[src/rtl/write_back_queue_pkg.sv]
// Shared cache definitions used by dcache, write_back_queue and write_axi_buffer:
// line-size default, offset width helper and write-back entry layout.
package write_back_queue_pkg;

    localparam int CACHE_LINE_SIZE = 16;
    localparam int ADDR_W          = 32;
    localparam int DATA_W          = 32;
    localparam int SIZE_W          = 3;
    localparam int STRB_W          = 4;

    // Line payload is kept outside the struct so its width can follow LINE_SIZE.
    typedef struct packed {
        logic              uncached;
        logic [ADDR_W-1:0] addr;
        logic [SIZE_W-1:0] size;
        logic [STRB_W-1:0] wstrb;
        logic [DATA_W-1:0] data;
    } wb_entry_t;

    function automatic int offset_width(input int line_size);
        return $clog2(line_size);
    endfunction

    // Uncached entries conflict at word granularity, cached ones at line granularity.
    function automatic logic addr_match(input logic [ADDR_W-1:0] addr, input logic uncached,
                                        input logic [ADDR_W-1:0] query, input int offw);
        logic [ADDR_W-1:0] mask;
        mask = uncached ? 32'hFFFF_FFFC : (32'hFFFF_FFFF << offw);
        return ((addr ^ query) & mask) == '0;
    endfunction

endpackage

[src/rtl/write_back_queue_mem.sv]
// Entry storage for the write-back queue: one write port, one read port,
// plus every slot's address/uncached bit broadcast for hazard matching.
module wbq_mem
    import write_back_queue_pkg::*;
#(
    parameter int LINE_SIZE = CACHE_LINE_SIZE,
    parameter int DEPTH     = 4,
    localparam int PW       = $clog2(DEPTH)
) (
    input  logic                             clk,
    input  logic                             we_i,
    input  logic [PW-1:0]                    waddr_i,
    input  wb_entry_t                        wdata_i,
    input  logic [LINE_SIZE*8-1:0]           wline_i,
    input  logic [PW-1:0]                    raddr_i,
    output wb_entry_t                        rdata_o,
    output logic [LINE_SIZE*8-1:0]           rline_o,
    output logic [DEPTH-1:0][ADDR_W-1:0]     slot_addr_o,
    output logic [DEPTH-1:0]                 slot_unc_o
);

    wb_entry_t              ent_q  [DEPTH];
    logic [LINE_SIZE*8-1:0] line_q [DEPTH];

    always_ff @(posedge clk) begin
        if (we_i) begin
            ent_q[waddr_i]  <= wdata_i;
            line_q[waddr_i] <= wline_i;
        end
    end

    assign rdata_o = ent_q[raddr_i];
    assign rline_o = line_q[raddr_i];

    for (genvar i = 0; i < DEPTH; i++) begin : g_slot
        assign slot_addr_o[i] = ent_q[i].addr;
        assign slot_unc_o[i]  = ent_q[i].uncached;
    end

endmodule

[src/rtl/write_back_queue.sv]
// Write-back queue between dcache and write_axi_buffer: FIFO of dirty-line and
// uncached-word writes with read-after-write hazard detection on queued and in-flight entries.
module write_back_queue
    import write_back_queue_pkg::*;
#(
    parameter int LINE_SIZE = CACHE_LINE_SIZE,
    parameter int DEPTH     = 4
) (
    input  logic                   clk,
    input  logic                   rst,
    input  logic                   push_en,
    input  logic                   push_uncached,
    input  logic [31:0]            push_addr,
    input  logic [2:0]             push_size,
    input  logic [3:0]             push_wstrb,
    input  logic [31:0]            push_data,
    input  logic [LINE_SIZE*8-1:0] push_line,
    output logic                   full,
    output logic                   wb_en,
    output logic                   wb_uncached,
    output logic [31:0]            wb_addr,
    output logic [2:0]             wb_size,
    output logic [3:0]             wb_wstrb,
    output logic [31:0]            wb_data,
    output logic [LINE_SIZE*8-1:0] wb_line,
    input  logic                   wb_empty,
    input  logic [31:0]            query_addr,
    output logic                   query_hit,
    output logic                   idle
);

    localparam int         PW      = $clog2(DEPTH);
    localparam int         OFFW    = offset_width(LINE_SIZE);
    localparam logic [PW:0] DEPTH_C = (PW+1)'(DEPTH);

    logic [PW-1:0] rd_ptr_q, rd_ptr_d, wr_ptr_q, wr_ptr_d;
    logic [PW:0]   count_q, count_d;
    logic          inflight_valid_q, inflight_valid_d;
    logic          inflight_uncached_q, inflight_uncached_d;
    logic [31:0]   inflight_addr_q, inflight_addr_d;

    logic                       push_ok, pop, head_vld;
    wb_entry_t                  push_ent, head_ent;
    logic [LINE_SIZE*8-1:0]     head_line;
    logic [DEPTH-1:0][31:0]     slot_addr;
    logic [DEPTH-1:0]           slot_unc, slot_vld, slot_hit;

    assign full     = (count_q == DEPTH_C);
    assign head_vld = (count_q != '0);
    assign push_ok  = push_en & ~full;
    assign wb_en    = head_vld & wb_empty;
    assign pop      = wb_en;
    assign idle     = ~head_vld & wb_empty;

    assign push_ent = '{uncached: push_uncached, addr: push_addr, size: push_size,
                        wstrb: push_wstrb, data: push_data};

    wbq_mem #(.LINE_SIZE(LINE_SIZE), .DEPTH(DEPTH)) u_mem (
        .clk         (clk),
        .we_i        (push_ok & ~rst),
        .waddr_i     (wr_ptr_q),
        .wdata_i     (push_ent),
        .wline_i     (push_line),
        .raddr_i     (rd_ptr_q),
        .rdata_o     (head_ent),
        .rline_o     (head_line),
        .slot_addr_o (slot_addr),
        .slot_unc_o  (slot_unc)
    );

    always_comb begin
        rd_ptr_d            = rd_ptr_q + PW'(pop);
        wr_ptr_d            = wr_ptr_q + PW'(push_ok);
        count_d             = count_q + (PW+1)'(push_ok) - (PW+1)'(pop);
        inflight_valid_d    = inflight_valid_q;
        inflight_addr_d     = inflight_addr_q;
        inflight_uncached_d = inflight_uncached_q;
        if (pop) begin
            inflight_valid_d    = 1'b1;
            inflight_addr_d     = head_ent.addr;
            inflight_uncached_d = head_ent.uncached;
        end else if (wb_empty) begin
            inflight_valid_d    = 1'b0;
        end
    end

    always_ff @(posedge clk) begin
        if (rst) begin
            rd_ptr_q         <= '0;
            wr_ptr_q         <= '0;
            count_q          <= '0;
            inflight_valid_q <= 1'b0;
        end else begin
            rd_ptr_q         <= rd_ptr_d;
            wr_ptr_q         <= wr_ptr_d;
            count_q          <= count_d;
            inflight_valid_q <= inflight_valid_d;
        end
    end

    // Payload of the in-flight register is qualified by inflight_valid_q only.
    always_ff @(posedge clk) begin
        inflight_addr_q     <= inflight_addr_d;
        inflight_uncached_q <= inflight_uncached_d;
    end

    // A slot is live when its distance from the head is below the occupancy.
    for (genvar i = 0; i < DEPTH; i++) begin : g_match
        logic [PW-1:0] rel;
        assign rel         = PW'(i) - rd_ptr_q;
        assign slot_vld[i] = ({1'b0, rel} < count_q);
        assign slot_hit[i] = slot_vld[i] & addr_match(slot_addr[i], slot_unc[i], query_addr, OFFW);
    end

    assign query_hit = (|slot_hit) |
                       (inflight_valid_q & addr_match(inflight_addr_q, inflight_uncached_q, query_addr, OFFW));

    assign wb_uncached = head_vld & head_ent.uncached;
    assign wb_addr     = head_vld ? head_ent.addr  : '0;
    assign wb_size     = head_vld ? head_ent.size  : '0;
    assign wb_wstrb    = head_vld ? head_ent.wstrb : '0;
    assign wb_data     = head_vld ? head_ent.data  : '0;
    assign wb_line     = head_vld ? head_line      : '0;

endmodule

[config.mk]
export PLATFORM = sky130hd
export DESIGN_NAME = write_back_queue
export DESIGN_NICKNAME = d
export VERILOG_FILES = /design/src/rtl/write_back_queue_pkg.sv /design/src/rtl/write_back_queue_mem.sv /design/src/rtl/write_back_queue.sv
export SDC_FILE = /design/constraint.sdc
export NUM_CORES = 1
export LEC_CHECK = 0
export CELL_PAD_IN_SITES_DETAIL_PLACEMENT = 0
export CELL_PAD_IN_SITES_GLOBAL_PLACEMENT = 1
export CORE_MARGIN = 4
export CORE_UTILIZATION = 52
export CTS_CLUSTER_DIAMETER = 120
export DETAILED_ROUTE_END_ITERATION = 8
export GPL_TIMING_DRIVEN = 0
export PLACE_DENSITY_LB_ADDON = 0.08
export RECOVER_POWER = 25
export SLEW_MARGIN = 40
export SYNTH_ARGS = -nofsm -noshare
export SYNTH_HDL_FRONTEND = slang
export SYNTH_HIERARCHICAL = 1
export SYNTH_SLANG_ARGS = --single-unit
[constraint.sdc]
create_clock -name clk -period 54.6 [get_ports clk]
set_clock_uncertainty 0.1 [all_clocks]
set_input_delay 16.38 -clock clk [delete_from_list [all_inputs] [get_ports clk]]
set_output_delay 16.38 -clock clk [all_outputs]
set_load 0.02 [all_outputs]
### Yosys cells after proc, flatten, opt, wreduce, memory -nomap -nowiden

Memories as Yosys holds them, arrays and structs flattened. A register that Yosys moved wholly into a read port is not among the register bits.
Cells that the tools add are included.
W data, S select, Z words.

* register bits after elaboration: 41
* bits in writable memories: 800
* input bits: 236
* output and inout bits: 204
* word-level logic and storage cells: 69
* memories: 2

Memories
* u_mem.line_q: depth 4, bits a word 128, rd ports 1, clocked after memory_dff 1, write ports 1, line write_back_queue_mem.sv:23 `logic [LINE_SIZE*8-1:0] line_q [DEPTH];`
* u_mem.ent_q: depth 4, bits a word 72, rd ports 5, clocked after memory_dff 1, write ports 1, line write_back_queue_mem.sv:22 `wb_entry_t ent_q [DEPTH];`

* $add $sub $neg: 8
* order comparisons: 4
* equal/unequal tests: 1
* multiplexer cells: 16
* bitwise logic cells: 24
* reduce and logical (&&, ||, !) cells: 8

Operator list (count)
* $and A32 B32 Y32: 5
* $logic_not A32 Y1: 5
* $xor A32 B32 Y32: 5
* $mux W128: 1
* $mux W32: 2
* $mux W4: 6
* $lt A2 B3 Y1: 4
* $and A1 B1 Y1: 10
* $add A2 B1 Y2: 2
* $mux W1: 4
* $mux W2: 2
* $reduce_or A4 Y1: 1
* $sub A1 B2 Y2 const A: 2
* $sub A2 B2 Y2 const A: 2
* $add A3 B1 Y3: 1
* $eq A3 B3 Y1 const B: 1
* $mux W3: 1
* $not A1 Y1: 3
* $reduce_bool A3 Y1: 1
* $sub A3 B1 Y3: 1
* $reduce_bool A2 Y1: 1
* $or A1 B1 Y1: 1

### Logic depth before layout (Yosys ltp)

Gate-level depths: netlist (run 1).

* word-level depth: 6
* depth in mapped cells: 12
* depth with buffers taken out: 9

### Cells and area by module

The synthesis (run 1) kept the hierarchy.

Modules (own cells, without submodules)
* wbq_mem: instances 1, cells an instance 1180, area each 29904.9 um^2, seq. area each 24023.0 um^2
* write_back_queue: instances 1, cells an instance 542, area each 4619.4 um^2, seq. area each 1091.0 um^2

### Worst setup path after synthesis (run 1)

OpenSTA, ideal clock, no wires.

* path type: input to output
* start: input wb_empty
* end: output wb_en
* arrival: 18.113 ns
* data required time: 38.120 ns
* slack: 20.007 ns
* stages: 1
* path buffers: 0
* cells stage by stage: nor2b_1

* longest elaborated chain between the ends: 1

RTL lines
* start, declared: line write_back_queue.sv:26 `input logic wb_empty,`
* $and A1 B1 Y1: line write_back_queue.sv:51 `assign wb_en = head_vld & wb_empty;`
* end, declared: line write_back_queue.sv:19 `output logic wb_en,`

No other way between the ends.

### Worst setup path in the final report (run 1)

* start: input query_addr[15]
* end: output query_hit

* longest elaborated chain between the ends: 6
* elaborated cells between the ends (all ways): 22
* those cells by class: 16 x bitwise; 6 x reduce/logical

RTL lines
* start, declared: line write_back_queue.sv:27 `input logic [31:0] query_addr,`
* $xor A32 B32 Y32: line write_back_queue_pkg.sv:29 `return ((addr ^ query) & mask) == '0;`
* $and A32 B32 Y32: line write_back_queue_pkg.sv:29
* $logic_not A32 Y1: line write_back_queue_pkg.sv:29
* $and A1 B1 Y1: line write_back_queue.sv:112 `assign slot_hit[i] = slot_vld[i] & addr_match(slot_addr[i], slot_unc[i], query_addr, OFFW);`
* $reduce_or A4 Y1: line write_back_queue.sv:115 `assign query_hit = (|slot_hit) |`
* $or A1 B1 Y1 *: line write_back_queue.sv:115
* end, declared: line write_back_queue.sv:28 `output logic query_hit,`

Mark *: on every way between the ends. The rest lies on a longest branch, timed or not.

==> results.md, run 1 <==
* CTS buffer count at 87
* CP bufs+invs at 2
* FF-to-FF path depth at 12
* Die width at 265 um
* Mapped Cells at 1714
* Lkg Pwr at 14.1 nW
* # hold bufs at CTS at 0
* Max-Cap Viols at 0
* Syn avg cell area at 20.1 um2
* WS Path Type: input port to primary output
* RR Startpoint: count_q[2]
* RSZ-0062 raised after global routing: no
* Routed WL at 80700 um
* Vias at 17400
* CP arrival at 18.74 ns
* Pwr/cell area at 46.0 nW/um2
* Worst r2r dst: count_q[2]
* Synthesized net count at around 2000
* Crit start category: input port
* Worst hold path endpoint: inflight_valid_q
* Internal reg-to-reg setup slack at 50.89 ns
* PortBufs at 406
* Top Metal Used: met5
* Slew HR at 39.6%
* Synth warnings at 6
* Area grow syn2layout at 25.3%
* Max FO, Critical Path at 5
* CTS tree: yes
* Worst VDD drop at 0.0000338 V
* Worst Hold Class: flop to flop
* GRT overflow at 0
* Starting Density at 52.4%
* Die height at 265 um
* Worst hold slack at about 0.45 ns
* Die area at 70500 um2
* # setup viols final at 0
* CP max stage cell: clkdlybuf4s50_1
* Worst Path Required at 38.12 ns
* Status: finished, final reports clean
* Cell Area, Synth at ~34000 um2
* Max incr delay on CP at 0.64 ns
* # rows at 94
* Initial antenna violation count at 35
* Fmax achieved at approximately 28 MHz
* Pin count of the biggest net entering global routing at 32
* Hold_sp: inflight_valid_q
* Dpl cells at between 3000 and 4000
* I/O pins at 440
* DR pass1 iterations at 5
* Crit path top cell by count: nand4_1
* Hpwl dp at 58000 um
* WL per Instance at 25.0 um
* Critical path, cell by cell: buf_2 > xor2_1 > nor4_1 > nand4_1 > nor3_1 > o2111ai_1 > nand4_1 > clkdlybuf4s50_1
* Least-Margin Pin Slew at 0.907 ns
* Tcrit/Tclk final at 64.5%
* Hold depth at 2
* Clk slew on worst S/H paths at 0.06 ns
* CP delay by family, top: simple AND/OR/NAND/NOR gates
* Share of layout cells above drive strength 1 at 24.3%
* Vias in the first global route at 18500
* Fin util at 65.7%
* Post_cts resized at 0
* Skew-Pair Late Insertion Delay at 0.61 ns
* Starting DRT DRC Count at 1113
* Postcts setup bufs at 0
* First-pass GRT wire length at 119000 um
* Met3 wire length at between 6000 and 7000 um
* H-tree levels at 3
* Vias per cell at approximately 5.4
* Fin. max-slew vios at 0
* Setup crit end kind: primary output
* Global placer's final weighted congestion at between 0.8 and 0.9
* Gr usage total at 22.9%
* Nets@finish at 2519
* Metal2 WL at 41500 um
* Final ANT Viol Nets at 0
* Setup TNS at 0 ns
* Core ar. at 65700 um2
* Non-filler cells, final at between 3000 and 4000
* Drc violations at 0
* CTS sink count at 839
* Clock period minus final worst setup slack at roughly 35 ns
* Max Root-Sink Buffers at 3
* Hold Vio Cnt, Final at 0
* Clock Tree Root: clkbuf_16
* DRT met1 WL at slightly above 30000 um
-- placed cells by master, fill, tap and decap left out, types with 3 or more instances in the layout --
| cell type | n |
|---|---|
| mux4_2 | 200 |
| bufinv_16 | 6 |
| xor2_1 | 97 |
| buf_12 | 21 |
| dfxtp_1 | 8 |
| o2111ai_1 | 3 |
| xnor2_2 | 3 |
| xnor2_1 | 54 |
| clkinv_8 | 5 |
| buf_4 | 143 |
| clkbuf_16 | 87 |
| clkdlybuf4s50_1 | 290 |
| buf_16 | 4 |
| edfxtp_1 | 831 |
| diode_2 | 19 |
| nor2b_1 | 204 |
| clkinv_2 | 15 |
| ha_1 | 8 |
| clkbuf_1 | 58 |
| nor2_1 | 7 |
| clkinv_1 | 26 |
| nand4_1 | 18 |
| nor3_1 | 4 |
| a21oi_1 | 4 |
| buf_6 | 33 |
| dlygate4sd3_1 | 116 |
| o21ai_0 | 5 |
| nor4_1 | 24 |
| inv_1 | 6 |
| buf_2 | 40 |
-- per-stage QoR --
| step | worst slack (ns) | area [um2] | power, mW |
|---|---|---|---|
| global route | 19.17 | 43200 | 2.07 |
| finish | 19.38 | 43200 | 1.99 |
| detailed placement | 19.37 | 40400 | 1.45 |
| CTS | 19.36 | 43200 | 2.02 |
| floorplan | 20.01 | 34500 | 1.17 |
| global placement | 8.19 | 39600 | 1.47 |
-- cell type report --
cell class              count  area [um2]
diodes                     19        47.5
plain buffers             222        1550
clock buffers             102        2230
clock inverters            56         478
fillers                  4543       22500
inverters                   6        22.5
multi-input cells         647        7800
flip-flops and latches    839       25100
well taps                 864        1080
repair buffers            471        4870
-- layer usage --
layer	up-vias	global-route usage, %
li1	7762	-
met1	8931	28.9
met2	518	38.6
met3	148	7.20
met4	20	7.05
met5	-	0
-- power breakdown --
part	leakage, nW	internal (mW)	switching, mW
combinational	5.17	0.309	0.348
sequential	7.61	0.759	0.0126
clock	1.32	0.322	0.237
total	14.1	1.39	0.597
-- worst register-to-register path, delay by kind of cell (launching register included) --
family / cells / cell delay (ns)
xor gates and xnor gates: 2 / 0.34
DFF: 1 / 0.29
and+or+nand+nor: 3 / 0.69
buffers and inverters: 4 / 1.21
adders and majority gates: 3 / 0.96
-- state kept, by name, indices dropped and copies added, names as in the netlist --
name / count
count_q: 3
inflight_addr_q: 30
inflight_uncached_q: 1
inflight_valid_q: 1
rd_ptr_q: 2
u_mem/ent_q: 288
u_mem/line_q: 512
wr_ptr_q: 2
-- how the worst max path moves through the flow --
stage | start | to | depth (start not counted)
floorplan | wb_empty | wb_en | 1
global placement | push_en | u_mem/ent_q[0][11] | 4
detailed placement | query_addr[18] | query_hit | 8
CTS | query_addr[18] | query_hit | 8
global route | query_addr[13] | query_hit | 8
finish | query_addr[15] | query_hit | 8
No activity file was read; power rests on OpenSTA's default activity.
==> run 2: changes to the inputs <==
--- a/config.mk
+++ b/config.mk
@@ -8,7 +8,7 @@
 export CELL_PAD_IN_SITES_DETAIL_PLACEMENT = 0
 export CELL_PAD_IN_SITES_GLOBAL_PLACEMENT = 1
 export CORE_MARGIN = 4
-export CORE_UTILIZATION = 52
+export CORE_UTILIZATION = 43
 export CTS_CLUSTER_DIAMETER = 120
 export DETAILED_ROUTE_END_ITERATION = 8
 export GPL_TIMING_DRIVEN = 0
==> constraint.sdc (replaced) <==
create_clock -name clk -period 29.4 [get_ports clk]
set_clock_uncertainty 0.1 [all_clocks]
set_input_delay 8.82 -clock clk [delete_from_list [all_inputs] [get_ports clk]]
set_output_delay 8.82 -clock clk [all_outputs]
set_load 0.02 [all_outputs]
==> run 2 against run 1 <==
  * Sequential cell count is the same
  * Clock power is 110% higher
  * Cell count increased by 5.9%
  * Register-to-register slack got worse by 25 ns
  * Via count is 0.58% lower
  * Cell area is 1.6% higher
  * Routed wire length is 6.2% higher
==> results.md, run 2 (synthesis gave the netlist of run 1 again) <==
* Crit start category: input port
* Pin count of the biggest net entering global routing at 31
* WS Path Type: input port to primary output
* Setup TNS at 0 ns
* I/O pins at 440
* Least-Margin Pin Slew at roughly 1.1 ns
* Vias in the first global route at 18900
* Worst Path Required at 20.48 ns
* Total power at 3.84 mW
* Crit path top cell by count: nand4_1
* Vias at 17300
* Share of layout cells above drive strength 1 at 25.1%
* Worst VDD drop at 0.0000502 V
* Clk slew on worst S/H paths at 0.06 ns
* Setup crit end kind: primary output
* Largest register FFs at 512
* RSZ-0062 raised after global routing: no
* H-tree levels at 3
* Drc violations at 0
* Max-Cap Viols at 0
* Hold Vio Cnt, Final at 0
* Die width at roughly 290 um
* Area after DPL at 40700 um2
* Fin. max-slew vios at 0
* GRT overflow at 0
* Pwr/cell area at 87.6 nW/um2
* Final ANT Viol Nets at 0
* Die area at 84700 um2
* Top Registers: u_mem/line_q x512, u_mem/ent_q x288, inflight_addr_q x30
* PortBufs at between 400 and 500
* First-pass GRT wire length at 125000 um
* CP max stage cell: clkdlybuf4s50_1
* Worst Hold Class: flop to flop
* FF-to-FF path depth at 12
* Post_cts resized at 0
* Worst hold slack at 0.479 ns
* Routed WL at 85800 um
* # setup viols final at 0
* Starting DRT DRC Count at 951
* Postcts setup bufs at 0
* Status: finished, final reports clean
* Area grow syn2layout at 27.3%
* CTS sink count at 839
* Reg with most FFs: u_mem/line_q
* CTS buffer count at around 90
* Critical path, cell by cell: clkbuf_1 > xnor2_1 > nand4_1 > nor4_1 > o2111ai_1 > or3_1 > nand4_1 > clkdlybuf4s50_1
* Fmax achieved at 49.4 MHz
* Gr usage total at 20.1%
* Final Cell Area at 43900 um2
* Max incr delay on CP at roughly 0.65 ns
* Hold depth at 2
* Commonest cells after routing, fill and taps aside: 831 x edfxtp_1, 291 x clkdlybuf4s50_1, 204 x nor2b_1, 200 x mux4_2, 152 x buf_4
* Slew HR at 29.9%
* CP arrival at roughly 11 ns
* Core ar. at ~80000 um2
* Hpwl dp at 61400 um
* Vias per cell at 5.06
* Initial antenna violation count at 29
* Global placer's final weighted congestion at between 0.8 and 0.9
* CTS tree: yes
* Max FO, Critical Path at 5
* Clock Tree Root: clkbuf_16
* Layout filler cell count at about 6200
* Max Root-Sink Buffers at 3
* Die height at 291 um
* Skew-Pair Late Insertion Delay at 0.64 ns
* Tcrit/Tclk final at 68.9%
* # hold bufs at CTS at 0
* Lkg Pwr at 14.3 nW
* DR pass1 iterations at 5
* Clock period minus final worst setup slack at 20.25 ns
* # rows at 103
* Starting Density at roughly 43%
* WL per Instance at 25.1 um
* Commonest non-fill, non-tap cell in the layout: edfxtp_1
* Nets@finish at 2525
==> run 2: cell types whose count changed in the layout (fill, tap and decap cells not counted), sizes merged <==
cell,delta
bufinv,+11
clkdlybuf4s50,+1
clkbuf,+6
inv,+1
buf,+4
clkinv,-12
clkinvlp,+1
dlygate4sd3,-1
diode,-6
==> run 2: critical path: cells and delay by family <==
family | cells | cell delay, ns
AND/OR/NAND/NOR | 4 | 1.14
AO/OA/AOI/OAI | 1 | 0.18
XOR/XNOR | 1 | 0.37
buffers and inverters | 2 | 0.82
==> run 2: final cells by class <==
cell class | instances | area (um2) | share of cell area [%]
clock buffers | 108 | 2320 | 5.29
flip-flops and latches | 839 | 25100 | 57.2
well taps | 1050 | 1310 | 2.99
clock inverters | 57 | 796 | 1.81
multi-input cells | 647 | 7800 | 17.8
diodes | 13 | 32.5 | 0.0741
inverters | 6 | 22.5 | 0.0513
plain buffers | 222 | 1550 | 3.54
repair buffers | 475 | 4940 | 11.2
==> run 2: path summary, 6_finish.rpt <==
path                       start  slack (ns)          to
hold reg to reg       count_q[1]        0.48  count_q[2]
hold / removal        count_q[1]        0.48  count_q[2]
setup / recovery  query_addr[13]        9.15   query_hit
setup reg to reg      count_q[2]       25.66  count_q[2]
==> run 2: per-stage QoR <==
stage               util (%)  instances  setup slack [ns]
finish                  55.4       3417              9.15
global route            55.3       3408              9.07
floorplan                  -       1714              4.60
global placement        50.3       3170            -10.46
CTS                     55.3       3404              9.11
detailed placement      51.4       3239              9.13
==> run 2: report_power, final <==
group	switching (mW)	internal (mW)	total, mW
clock network	0.460	0.716	1.18
logic	0.657	0.577	1.23
registers	0.0239	1.41	1.43
==> run 2: metal layers <==
| metal | global-route usage, % | part of all wire (%) | up-vias |
|---|---|---|---|
| met5 | 0 | 0.14 | - |
| met4 | 5.22 | 2.1 | 20 |
| met3 | 5.70 | 7.2 | 139 |
| met2 | 35.8 | 53 | 451 |
| met1 | 23.9 | 38 | 8907 |
| li1 | - | - | 7761 |
==> run 3: changes to the inputs <==
==> constraint.sdc (replaced) <==
create_clock -name clk -period 16.4 [get_ports clk]
set_clock_uncertainty 0.1 [all_clocks]
set_input_delay 4.92 -clock clk [delete_from_list [all_inputs] [get_ports clk]]
set_output_delay 4.92 -clock clk [all_outputs]
set_load 0.02 [all_outputs]
==> run 3 against run 2 <==
  * Cell area fell by 0.13%
  * Global-route usage up 0.11 points
  * Via count up 0.41%
  * Critical path depth unchanged
  * Sequential share of layout area up 0.072 points
  * Worst setup slack got worse by 5.2 ns
  * Utilization fell by 0.070 points
  * Largest cell class unchanged
  * First-iteration DRC count rose by 8.5%
  * Largest power group unchanged
==> results.md, run 3 (synthesis gave the netlist of run 1 again) <==
* Nets@finish at 2511
* PortBufs at just over 400
* Postcts setup bufs at 0
* Skew-Pair Late Insertion Delay at approximately 0.64 ns
* Top Registers: u_mem/line_q x512, u_mem/ent_q x288, inflight_addr_q x30
* Commonest non-fill, non-tap cell in the layout: edfxtp_1
* Worst VDD drop at 0.000132 V
* # rows at between 100 and 150
* Pin count of the biggest net entering global routing at 33
* Post_cts resized at 0
* I/O pins at 440
* Share of layout cells above drive strength 1 at 24.8%
* Die area at ~85000 um2
* Worst Path Required at 11.38 ns
* CTS tree: yes
* # hold bufs at CTS at 0
* Critical Path Start: query_addr[18]
* Fin util at 55.3%
* Pre-CTS WS at 3.92 ns
* Reg with most FFs: u_mem/line_q
* CTS sink count at 839
* H-tree levels at 3
* Pwr/cell area at 157 nW/um2
* WS Path Type: input port to primary output
* Hold Vio Cnt, Final at 0
* Status: finished, final reports clean
* RR Startpoint: count_q[2]
* Fin. max-slew vios at 0
* Fmax achieved at 80.1 MHz
* Area grow syn2layout at 27.2%
* Non-filler cells, final at 3409
* Area after DPL at 40700 um2
* Largest register FFs at 512
* Vias at 17300
* Vias in the first global route at 18700
* Tcrit/Tclk final at 76.1%
* GRT overflow at 0
* Gr usage total at 20.2%
* Max Root-Sink Buffers at 3
* Setup TNS at 0 ns
* Clock Tree Root: clkbuf_16
* Die width at 291 um
* Starting DRT DRC Count at 1032
* Final setup margin at just under 4 ns
* Hpwl dp at 61300 um
* Worst r2r dst: count_q[2]
* Routed WL at approximately 86000 um
* Final ANT Viol Nets at 0
* Vias per cell at ~5
* Max-Cap Viols at 0
* Total power at 6.89 mW
* Hold_sp: inflight_valid_q
* DR pass1 iterations at 5
* Internal reg-to-reg setup slack at 12.59 ns
* First-pass GRT wire length at between 100000 and 150000 um
* CP arrival at 7.46 ns
* Crit start category: input port
* Least-Margin Pin Slew at 0.996 ns
* Worst hold slack at 0.475 ns
* Starting Density at 43.5%
* Max FO, Critical Path at 5
* # setup viols final at 0
* Dpl cells at roughly 3200
* Initial antenna violation count at 30
* Final Cell Area at 43800 um2
* Drc violations at 0
* Lkg Pwr at between 10 and 15 nW
* Clock period minus final worst setup slack at 12.48 ns
* Worst Setup EP: query_hit
* Clk slew on worst S/H paths at 0.06 ns
* CTS buffer count at 92
* Die height at 291 um
* Setup crit end kind: primary output
* FF-to-FF path depth at 12
* Core ar. at 79300 um2
* WL per Instance at 25.2 um
* Commonest cells after routing, fill and taps aside: 831 x edfxtp_1, 292 x clkdlybuf4s50_1, 204 x nor2b_1, 200 x mux4_2, 138 x buf_4
* Worst Hold Class: flop to flop
* Layout filler cell count at 6253
* Global placer's final weighted congestion at 0.834
* RSZ-0062 raised after global routing: no
* Slew HR at 33.6%
## run 3: changes by cell type in the layout (fill, tap and decap cells not counted), moves of 2 or more
cell	change
bufinv_16	-4
clkinv_1	+6
buf_6	+9
clkinv_4	+5
buf_4	-14
clkbuf_1	-5
inv_16	+2
buf_2	-10
clkbuf_16	+2
## run 3: final cells by class
cell class	count	area [um2]	area share [%]
buffer	222	1560	3.55
clock buffer	107	2360	5.38
antenna	14	35.0	0.0799
tap	1050	1310	3.00
multi-input combinational	647	7800	17.8
sequential	839	25100	57.3
inverter	6	22.5	0.0514
timing repair buffer	458	4850	11.1
clock inverter	66	772	1.76
## run 3: metal layers
metal  vias up  global-route usage (%)  wire, um  share of wire, %
li1       7741                       -         -                 -
met5         -                       0       106              0.12
met4        16                    4.30      1690               2.0
met2       409                    35.7     45200                53
met1      9046                    24.6     33000                38
met3       136                    5.98      6010               7.0
## run 3: worst min path at each step
| stage | endpoint | slack (ns) | depth (start not counted) |
|---|---|---|---|
| final | inflight_valid_q | 0.47 | 2 |
| after global placement | wr_ptr_q[1] | 0.45 | 2 |
| after floorplan | inflight_valid_q | 0.37 | 2 |
| after global routing | inflight_valid_q | 0.50 | 2 |
| after detailed placement | inflight_valid_q | 0.46 | 2 |
| after CTS | inflight_valid_q | 0.47 | 2 |
## run 3: where the power goes
part / internal [mW] / switching (mW)
clock network: 1.25 / 0.856
registers: 2.53 / 0.0434
logic: 1.03 / 1.18
total: 4.81 / 2.08
## run 3: critical path: stages
cell             delay (ns)
buf_2                  0.15
xnor2_1                0.30
nand4_1                0.17
nor4_1                 0.57
o2111ai_1              0.19
or3_1                  0.34
nand4_1                0.18
clkdlybuf4s50_1        0.64
